==> src/rtl/mul_add_row_pkg.sv <==
`default_nettype none
// +------------------------------------------------------------------+
// | mul_add_row_pkg                                                  |
// | Shared widths and FSM encoding for the mul_add_row slice.        |
// | Revision: 1.0                                                    |
// +------------------------------------------------------------------+
package mul_add_row_pkg;

  localparam int DEFAULT_DATA_WIDTH = 32;
  localparam int DEFAULT_NUM_WORDS  = 32;

  typedef enum logic [1:0] {
    ST_IDLE = 2'd0,
    ST_RUN  = 2'd1,
    ST_DONE = 2'd2
  } state_t;

endpackage
`default_nettype wire

==> src/rtl/mul_add_row_if.sv <==
`default_nettype none
// +------------------------------------------------------------------+
// | mul_add_row_if                                                   |
// | Control, operand stream and result stream of one row engine.    |
// | Revision: 1.0                                                    |
// +------------------------------------------------------------------+
interface mul_add_row_if
  import mul_add_row_pkg::*;
#(
  parameter int DATA_WIDTH = DEFAULT_DATA_WIDTH
);
  logic                  start;
  logic [DATA_WIDTH-1:0] b;
  logic [DATA_WIDTH-1:0] cin;
  logic                  busy;
  logic                  in_valid;
  logic                  in_ready;
  logic [DATA_WIDTH-1:0] a_word;
  logic [DATA_WIDTH-1:0] z_word;
  logic                  out_valid;
  logic                  out_ready;
  logic [DATA_WIDTH-1:0] s_word;
  logic                  out_last;
  logic [DATA_WIDTH-1:0] carry_out;
  logic                  done;

  modport master (
    output start, b, cin, in_valid, a_word, z_word, out_ready,
    input  busy, in_ready, out_valid, s_word, out_last, carry_out, done
  );

  modport slave (
    input  start, b, cin, in_valid, a_word, z_word, out_ready,
    output busy, in_ready, out_valid, s_word, out_last, carry_out, done
  );
endinterface
`default_nettype wire

==> src/rtl/mul_add_row_cell.sv <==
`default_nettype none
// +------------------------------------------------------------------+
// | mul_add_cell                                                     |
// | Combinational word multiply-add: {cout, s} = x*y + z + cin.      |
// | Revision: 1.0                                                    |
// +------------------------------------------------------------------+
module mul_add_cell
  import mul_add_row_pkg::*;
#(
  parameter int DATA_WIDTH = DEFAULT_DATA_WIDTH
) (
  input  wire logic [DATA_WIDTH-1:0] x,
  input  wire logic [DATA_WIDTH-1:0] y,
  input  wire logic [DATA_WIDTH-1:0] z,
  input  wire logic [DATA_WIDTH-1:0] cin,
  output      logic [DATA_WIDTH-1:0] s,
  output      logic [DATA_WIDTH-1:0] cout
);
  localparam logic [DATA_WIDTH-1:0] c_zero = '0;

  logic [2*DATA_WIDTH-1:0] w_prod;
  logic [2*DATA_WIDTH-1:0] w_sum;

  // (2^W-1)^2 + 2(2^W-1) = 2^(2W)-1, so the double-width sum never wraps
  assign w_prod      = {c_zero, x} * {c_zero, y};
  assign w_sum       = w_prod + {c_zero, z} + {c_zero, cin};
  assign {cout, s}   = w_sum;
endmodule
`default_nettype wire

==> src/rtl/mul_add_row.sv <==
`default_nettype none
// +------------------------------------------------------------------+
// | mul_add_row                                                      |
// | Word-serial {carry_out, S} = A*b + Z + cin with valid/ready I/O. |
// | Revision: 1.0                                                    |
// +------------------------------------------------------------------+
module mul_add_row
  import mul_add_row_pkg::*;
#(
  parameter int DATA_WIDTH = DEFAULT_DATA_WIDTH,
  parameter int NUM_WORDS  = DEFAULT_NUM_WORDS,
  parameter int CNT_WIDTH  = $clog2(NUM_WORDS + 1)
) (
  input wire logic clk,
  input wire logic rst_n,
  mul_add_row_if.slave bus
);
  localparam logic [CNT_WIDTH-1:0] c_num_words = CNT_WIDTH'(NUM_WORDS);
  localparam logic [CNT_WIDTH-1:0] c_last_idx  = CNT_WIDTH'(NUM_WORDS - 1);

  state_t                r_state;
  state_t                w_state_next;
  logic [DATA_WIDTH-1:0] r_b;
  logic [DATA_WIDTH-1:0] r_c;
  logic [DATA_WIDTH-1:0] r_s;
  logic [DATA_WIDTH-1:0] r_carry_out;
  logic [CNT_WIDTH-1:0]  r_cnt;
  logic                  r_out_valid;
  logic                  r_out_last;
  logic [DATA_WIDTH-1:0] w_s;
  logic [DATA_WIDTH-1:0] w_cout;
  logic                  w_in_ready;
  logic                  w_in_xfer;
  logic                  w_out_xfer;
  logic                  w_start_acc;

  mul_add_cell #(
    .DATA_WIDTH (DATA_WIDTH)
  ) u_cell (
    .x    (bus.a_word),
    .y    (r_b),
    .z    (bus.z_word),
    .cin  (r_c),
    .s    (w_s),
    .cout (w_cout)
  );

  // A held output blocks new input, so nothing is overwritten under backpressure
  assign w_in_ready  = (r_state == ST_RUN) && (r_cnt < c_num_words) &&
                       (!r_out_valid || bus.out_ready);
  assign w_in_xfer   = bus.in_valid && w_in_ready;
  assign w_out_xfer  = r_out_valid && bus.out_ready;
  assign w_start_acc = (r_state == ST_IDLE) && bus.start;

  always_ff @(posedge clk or negedge rst_n) begin
    if (!rst_n) begin
      r_state <= ST_IDLE;
    end else begin
      r_state <= w_state_next;
    end
  end

  always_comb begin
    w_state_next = r_state;
    case (r_state)
      ST_IDLE: if (bus.start) w_state_next = ST_RUN;
      ST_RUN:  if (w_out_xfer && r_out_last) w_state_next = ST_DONE;
      ST_DONE: w_state_next = ST_IDLE;
      default: w_state_next = ST_IDLE;
    endcase
  end

  always_ff @(posedge clk or negedge rst_n) begin
    if (!rst_n) begin
      r_b         <= '0;
      r_c         <= '0;
      r_s         <= '0;
      r_carry_out <= '0;
      r_cnt       <= '0;
      r_out_valid <= 1'b0;
      r_out_last  <= 1'b0;
    end else begin
      if (w_start_acc) begin
        r_b   <= bus.b;
        r_c   <= bus.cin;
        r_cnt <= '0;
      end
      if (w_in_xfer) begin
        r_s         <= w_s;
        r_c         <= w_cout;
        r_cnt       <= r_cnt + 1'b1;
        r_out_valid <= 1'b1;
        r_out_last  <= (r_cnt == c_last_idx);
      end else if (w_out_xfer) begin
        r_out_valid <= 1'b0;
        r_out_last  <= 1'b0;
      end
      // The carry register is final once the last word has been loaded
      if (w_out_xfer && r_out_last) begin
        r_carry_out <= r_c;
      end
    end
  end

  assign bus.busy      = (r_state == ST_RUN);
  assign bus.done      = (r_state == ST_DONE);
  assign bus.in_ready  = w_in_ready;
  assign bus.out_valid = r_out_valid;
  assign bus.s_word    = r_s;
  assign bus.out_last  = r_out_last;
  assign bus.carry_out = r_carry_out;
endmodule
`default_nettype wire

==> src/flat_wrapper.sv <==
// flat-port wrapper written by rule: the top's interface ports become plain ports
module mul_add_row_flat import mul_add_row_pkg::*;
#(
  parameter int DATA_WIDTH = DEFAULT_DATA_WIDTH,
  parameter int NUM_WORDS  = DEFAULT_NUM_WORDS,
  parameter int CNT_WIDTH  = $clog2(NUM_WORDS + 1)
)
  (clk, rst_n, bus_start, bus_b, bus_cin, bus_in_valid, bus_a_word, bus_z_word, bus_out_ready, bus_busy, bus_in_ready, bus_out_valid, bus_s_word, bus_out_last, bus_carry_out, bus_done);
  mul_add_row_if #(.DATA_WIDTH(DATA_WIDTH)) bus_i ();
  input wire logic clk;
  input wire logic rst_n;
  input wire logic [$bits(bus_i.start)-1:0] bus_start;
  input wire logic [$bits(bus_i.b)-1:0] bus_b;
  input wire logic [$bits(bus_i.cin)-1:0] bus_cin;
  input wire logic [$bits(bus_i.in_valid)-1:0] bus_in_valid;
  input wire logic [$bits(bus_i.a_word)-1:0] bus_a_word;
  input wire logic [$bits(bus_i.z_word)-1:0] bus_z_word;
  input wire logic [$bits(bus_i.out_ready)-1:0] bus_out_ready;
  output wire logic [$bits(bus_i.busy)-1:0] bus_busy;
  output wire logic [$bits(bus_i.in_ready)-1:0] bus_in_ready;
  output wire logic [$bits(bus_i.out_valid)-1:0] bus_out_valid;
  output wire logic [$bits(bus_i.s_word)-1:0] bus_s_word;
  output wire logic [$bits(bus_i.out_last)-1:0] bus_out_last;
  output wire logic [$bits(bus_i.carry_out)-1:0] bus_carry_out;
  output wire logic [$bits(bus_i.done)-1:0] bus_done;
  assign bus_i.start = bus_start;
  assign bus_i.b = bus_b;
  assign bus_i.cin = bus_cin;
  assign bus_i.in_valid = bus_in_valid;
  assign bus_i.a_word = bus_a_word;
  assign bus_i.z_word = bus_z_word;
  assign bus_i.out_ready = bus_out_ready;
  assign bus_busy = bus_i.busy;
  assign bus_in_ready = bus_i.in_ready;
  assign bus_out_valid = bus_i.out_valid;
  assign bus_s_word = bus_i.s_word;
  assign bus_out_last = bus_i.out_last;
  assign bus_carry_out = bus_i.carry_out;
  assign bus_done = bus_i.done;
  mul_add_row #(.DATA_WIDTH(DATA_WIDTH), .NUM_WORDS(NUM_WORDS), .CNT_WIDTH(CNT_WIDTH)) u_core (.clk(clk), .rst_n(rst_n), .bus(bus_i));
endmodule
==> config.mk <==
export PLATFORM = sky130hd
export DESIGN_NAME = mul_add_row_flat
export DESIGN_NICKNAME = d
export VERILOG_FILES = /design/src/rtl/mul_add_row_pkg.sv /design/src/rtl/mul_add_row_if.sv /design/src/rtl/mul_add_row_cell.sv /design/src/rtl/mul_add_row.sv /design/src/flat_wrapper.sv
export SDC_FILE = /design/constraint.sdc
export NUM_CORES = 2
export LEC_CHECK = 0
export ABC_AREA = 1
export CORE_MARGIN = 10
export CORE_UTILIZATION = 40
export CTS_CLUSTER_DIAMETER = 200
export DETAILED_ROUTE_END_ITERATION = 10
export HOLD_SLACK_MARGIN = 0.05
export PLACE_DENSITY = 0.66
export REMOVE_ABC_BUFFERS = 1
export SLEW_MARGIN = 5
export SYNTH_ARGS = -nofsm -noshare
export SYNTH_HDL_FRONTEND = slang
export SYNTH_SLANG_ARGS = --single-unit
==> constraint.sdc <==
create_clock -name clk -period 14.3 [get_ports clk]
set_clock_uncertainty 0.05 [all_clocks]
set_input_delay 4.29 -clock clk [delete_from_list [all_inputs] [get_ports clk]]
set_output_delay 4.29 -clock clk [all_outputs]
set_load 0.1 [all_outputs]
# Word-level counts from Yosys, hierarchy flattened
# Index checks and enable logic that the tools add are counted.
op_classes:
  multipliers: 1
  magnitude_cmp: 1
  n_reduce_logical: 12
  addsub: 3
  n_eq_ne: 5
  muxes: 10
ops:
  columns: ["operator", "n"]
  rows:
  - ["$add A64 B32 Y64", 2]
  - ["$mul A32 B32 Y64", 1]
  - ["$mux W32", 2]
  - ["$mux W6", 2]
  - ["$add A6 B1 Y6 const B", 1]
  - ["$eq A6 B5 Y1 const B", 1]
  - ["$logic_and A1 B1 Y1", 6]
  - ["$lt A6 B6 Y1 const B", 1]
  - ["$mux W2", 2]
  - ["$pmux W2 S2", 1]
  - ["$reduce_bool A2 Y1", 2]
  - ["$mux W1", 3]
  - ["$eq A2 B1 Y1 const B", 1]
  - ["$eq A2 B2 Y1 const B", 1]
  - ["$logic_not A2 Y1", 1]
  - ["$ne A2 B1 Y1 const B", 1]
  - ["$ne A2 B2 Y1 const B", 1]
  - ["$reduce_and A2 Y1", 1]
  - ["$logic_not A1 Y1", 1]
  - ["$logic_or A1 B1 Y1", 1]
totals:
  register_bits: 138

# Longest topological paths before layout
logic_depth:
  depth_word: 5
  ltp_mapped: 35

# Hierarchy
# From an unflattened synthesis, not the netlist that was laid out.
unflattened:
  cells_unflattened: 5888
  hier_area_um2: 43870.8
modules_own_cells:
  columns: ["module", "cells_per_inst", "area_each_um2", "n_inst", "seq_area_each_um2"]
  rows:
  - ["mul_add_cell", 5133, 37873.8, 1, 0.0]
  - ["mul_add_row", 755, 5997.0, 1, 3453.3]

# Least setup slack after synthesis
# No wires, ideal clock.
synth_timing:
  path_kind: "input to register"
  start: "input bus_a_word[28]"
  end: "register u_core.r_c[25]"
  slack_ns: 4.015
  arrival_time_ns: 10.119
  path_buffers: 1
  cell_stages: 28
  t_required_ns: 14.134
  setup_ns: 0.116
  path_cell_list: "clkbuf_1 > nand2_1 > fa_1 > inv_1 > fa_1 > fa_1 > inv_1 > fa_1 > inv_1 > fa_1 > fa_1 > fa_1 > inv_1 > fa_1 > inv_1 > ha_1 > nand2_1 > inv_1 > nand2_1 > nand2_1 > a21oi_1 > nand2_1 > a21oi_1 > nand2_1 > nand2_1 > nand3_1 > nand2_1 > nand2_1"
synth_via:
  elab_chain_cells: 4
synth_rtl:
  columns: ["item", "line_no", "text"]
  rows:
  - ["start, declared", "flat_wrapper.sv:16", "input wire logic [$bits(bus_i.a_word)-1:0] bus_a_word;"]
  - ["$mul A32 B32 Y64", "mul_add_row_cell.sv:25", "assign w_prod = {c_zero, x} * {c_zero, y};"]
  - ["$add A64 B32 Y64 (2 in series)", "mul_add_row_cell.sv:26", "assign w_sum = w_prod + {c_zero, z} + {c_zero, cin};"]
  - ["$mux W32", "mul_add_row.sv:88", "if (w_in_xfer) begin"]
  - ["end signal, assigned", "mul_add_row.sv:85", "r_c <= bus.cin;"]
  - ["end signal, assigned", "mul_add_row.sv:90", "r_c <= w_cout;"]
  - ["end, declared", "mul_add_row.sv:24", "logic [DATA_WIDTH-1:0] r_c;"]
# No other way between the ends.
# A chain may end at the register's enable or synchronous reset.

# Worst setup path in the final report
layout_timing:
  start: "input bus_a_word[16]"
  end: "register u_core.r_c[5]"
# Same word-level chain as after synthesis.

==> impl_metrics.py <==
metrics = {
    "status": {
        "run_status": "finished clean",
    },
    "final_layout": {
        "layoutNonFillerInstCount": 7141,
        "multi_input_area_um2": 31970,
        "nets": 7093,
        "area_growth_pct": 9.290,
        "drive_gt1_share_pct": 3.120,
        "fill_cells": 10723,
        "regArea_um2": 3466,
    },
    "floorplanning": {
        "dieArea_um2": 121100,
        "num_rows": 120,
        "initial_core_util_pct": 40.26,
        "pin_count": 202,
        "core_area_um2": 106900,
        "dieWidth_um": 348,
        "die_h_um": 348,
    },
    "synth": {
        "ys_ff_latch": 138,
        "yosysTopAreaCellShare_pct": 44.61,
        "yosys_warnings": 0,
        "ys_types": 30,
        "synth_top_area_cell": "fa_1",
        "synthSimpleGateAreaFrac_pct": 19.10,
        "synthAdderAreaFrac_pct": 52.67,
        "synth_top_family_by_area": "adder cells",
        "synth_compound_area_share_pct": 1.451,
        "synthCells": 5680,
        "synth_seq_area_share_pct": 8.025,
        "syn_area_um2": 43030,
        "synth_area_per_cell_um2": 7.576,
        "synthMuxAreaShare_pct": 0.3140,
        "synth-xor-area-share_pct": 0.7123,
        "synth_area_leaders": "fa_1 (45%), nand2_1 (16%), inv_1 (15%)",
    },
    "worst_setup_path": {
        "cp_data_required_time_ns": 14.62,
        "ff2ff_setup_slack_ns": 6.48,
        "rr_worst_depth": 28,
        "r2r_end": "u_core.r_c[3]$_DFFE_PN0P_",
        "r2r_start": "u_core.r_b[6]$_DFFE_PN0P_",
        "path_max_fanout": 20,
        "critPathCaptureType": "flip-flop",
        "worstSetupPathType": "input port to flip-flop",
        "crit_path_start_kind": "input port",
        "critPathArrivalTime_ns": 12.41,
    },
    "drt": {
        "drtPass1Iterations": 7,
        "ant_nets": 0,
        "avgRoutedWirePerCell_um": 19.23,
        "wirelength_um": 137300,
        "drt_iter0_markers": 2975,
        "viasPerCell": 4.904,
        "num_vias": 35023,
        "drc": 0,
    },
    "global_routing": {
        "grt_pass1_wl_um": 216600,
        "first_global_vias": 37547,
        "overflow": 0,
        "antenna_found_initial": 1,
        "grtUsageTotal_pct": 23.23,
        "grt_max_degree": 67,
    },
    "clocking": {
        "numCtsBuffers": 17,
        "post_cts_resized": 0,
        "cts_setup_buffers": 0,
        "clock_latency_ns": 0.51,
        "root_buffer": "clkbuf_16",
        "clk_pin_slew_ns": 0.08,
        "cts_buffer_depth": 2,
        "ctsHoldBuffers": 0,
        "clock_sink_count": 138,
        "h-tree-depth": 4,
        "cts_tree": "built",
    },
    "min_path": {
        "min_path_cells": 2,
        "whs_endpoint": "u_core.r_b[18]$_DFFE_PN0P_",
        "hp-class": "flip-flop to flip-flop",
        "hold_start": "u_core.r_b[18]$_DFFE_PN0P_",
    },
    "placed_design": {
        "dp.cells": 7108,
        "place_congestion": 0.9607,
        "io_buffers": 201,
        "dpl.hpwl_um": 113000,
    },
    "timing": {
        "slew_violations": 0,
        "setup_viol": 0,
        "fin_crit_ns": 12.09,
        "max_slew_margin_pct": 12.54,
        "worst_slew_pin_slew_ns": 1.308,
        "period_share_pct": 84.58,
        "rsz0062_at_grt": "no",
        "setup-tns-final_ns": 0,
        "finalHoldViolations": 0,
        "fmax_ghz": 0.08268,
    },
    "flow_run": {
        "maxCapViolCount": 0,
    },
}
[kinds of logic after synthesis]
group | count (synthesis)
flops | 138
fa+ha+maj | 1236
simple gates | 2114
compound gates | 120
mux | 12
xor+xnor | 35
buf+inv | 2025
[metal layers]
metal  vias to the layer above  GRT usage [%]  routed length [µm]
met1                     17433          30.24               55420
met5                         -              0                   0
met4                         0          9.127                6237
li1                      15702              -                   -
met2                      1543          38.20               63980
met3                       345          4.205               11700
[how the worst max path moves through the flow]
stage,end,cells after the start,start
after floorplan,u_core.r_c[25]$_DFFE_PN0P_,27,bus_a_word[28]
after global placement,u_core.r_c[5]$_DFFE_PN0P_,28,bus_a_word[16]
after detailed placement,u_core.r_c[5]$_DFFE_PN0P_,28,bus_a_word[16]
after CTS,u_core.r_c[5]$_DFFE_PN0P_,28,bus_a_word[16]
after global routing,u_core.r_c[7]$_DFFE_PN0P_,30,bus_a_word[16]
final,u_core.r_c[5]$_DFFE_PN0P_,28,bus_a_word[16]
[per-stage QoR]
step                hold WS [ns]  cell area (µm²)  setup WS, ns  util, %
floorplan                 0.3988            42040         4.263        -
global placement          0.4041            46440         1.721    43.44
detailed placement        0.4102            46440         1.741    43.44
CTS                       0.4307            47030         2.275    43.99
global route              0.4517            47030         1.980    43.99
finish                    0.4278            47030         2.206    43.99
[synth_stat cells]
master       n
a21oi_1     41
a22o_1       1
buf_1        2
buf_2       10
buf_4        3
buf_6        1
clkbuf_1   240
dfrtp_1    138
fa_1       959
ha_1       277
inv_1     1766
inv_2        3
mux2_2      12
nand2_1   1848
nand2_2      6
nand3_1     80
nand3_2      4
nand4_1      8
nor2_1     137
nor2_2      17
nor3_1       2
nor3_2      11
nor4_2       1
o211ai_1     1
o21ai_0     60
o21ai_1      9
o21bai_1     6
o22ai_1      2
xnor2_1     31
xor2_1       4
[state kept, by name, indices dropped and copies added, names as in the netlist]
| name | cells |
|---|---|
| u_core.bus.carry_out | 32 |
| u_core.bus.out_last | 1 |
| u_core.bus.out_valid | 1 |
| u_core.bus.s_word | 32 |
| u_core.r_b | 32 |
| u_core.r_c | 32 |
| u_core.r_cnt | 6 |
| u_core.r_state | 2 |
[critical path, stage by stage]
cell and delay (ns):
clkdlybuf4s50_1 1.32, buf_4 0.37, nand2_1 0.10, fa_1 0.52, inv_1 0.05, fa_1 0.53, inv_1 0.07, fa_1 0.53
inv_1 0.05, fa_1 0.50, fa_1 0.58, fa_1 0.44, fa_1 0.50, inv_1 0.06, fa_1 0.48, inv_1 0.05
ha_1 0.37, nand2_1 0.13, nor2_1 0.29, nand2_1 0.12, nand2_1 0.16, nand2_1 0.07, nand2_1 0.13, inv_1 0.08
nand3_1 0.09, nand3_1 0.27, nand2_1 0.14, o21ai_0 0.08
[layout make-up]
class,instances,share of cell area (%)
diodes,1,0.005321
multi-input cells,3517,67.97
clock buffers,18,0.9338
well taps,1403,3.732
inverters,1769,14.12
repair buffers,281,5.557
clock inverters,14,0.3166
flip-flops and latches,138,7.369
[layout by cell type, fill, tap and decap left out, types with 9 or more instances in the layout]
cell type / Yosys / layout
nand2_1: 1848 / 1848
o21ai_1: 9 / 9
nand3_1: 80 / 79
ha_1: 277 / 277
nor2_1: 137 / 136
dfrtp_1: 138 / 128
mux2_2: 12 / 12
xnor2_1: 31 / 31
buf_4: 3 / 80
dfrtp_2: 0 / 10
nor3_2: 11 / 11
clkdlybuf4s50_1: 0 / 200
nor2_2: 17 / 16
o21ai_0: 60 / 60
inv_1: 1766 / 1766
fa_1: 959 / 959
a21oi_1: 41 / 41
clkbuf_16: 0 / 17
Power is not shown: default switching activity piles up to over one toggle a cycle in this logic, so the estimate is an artifact.
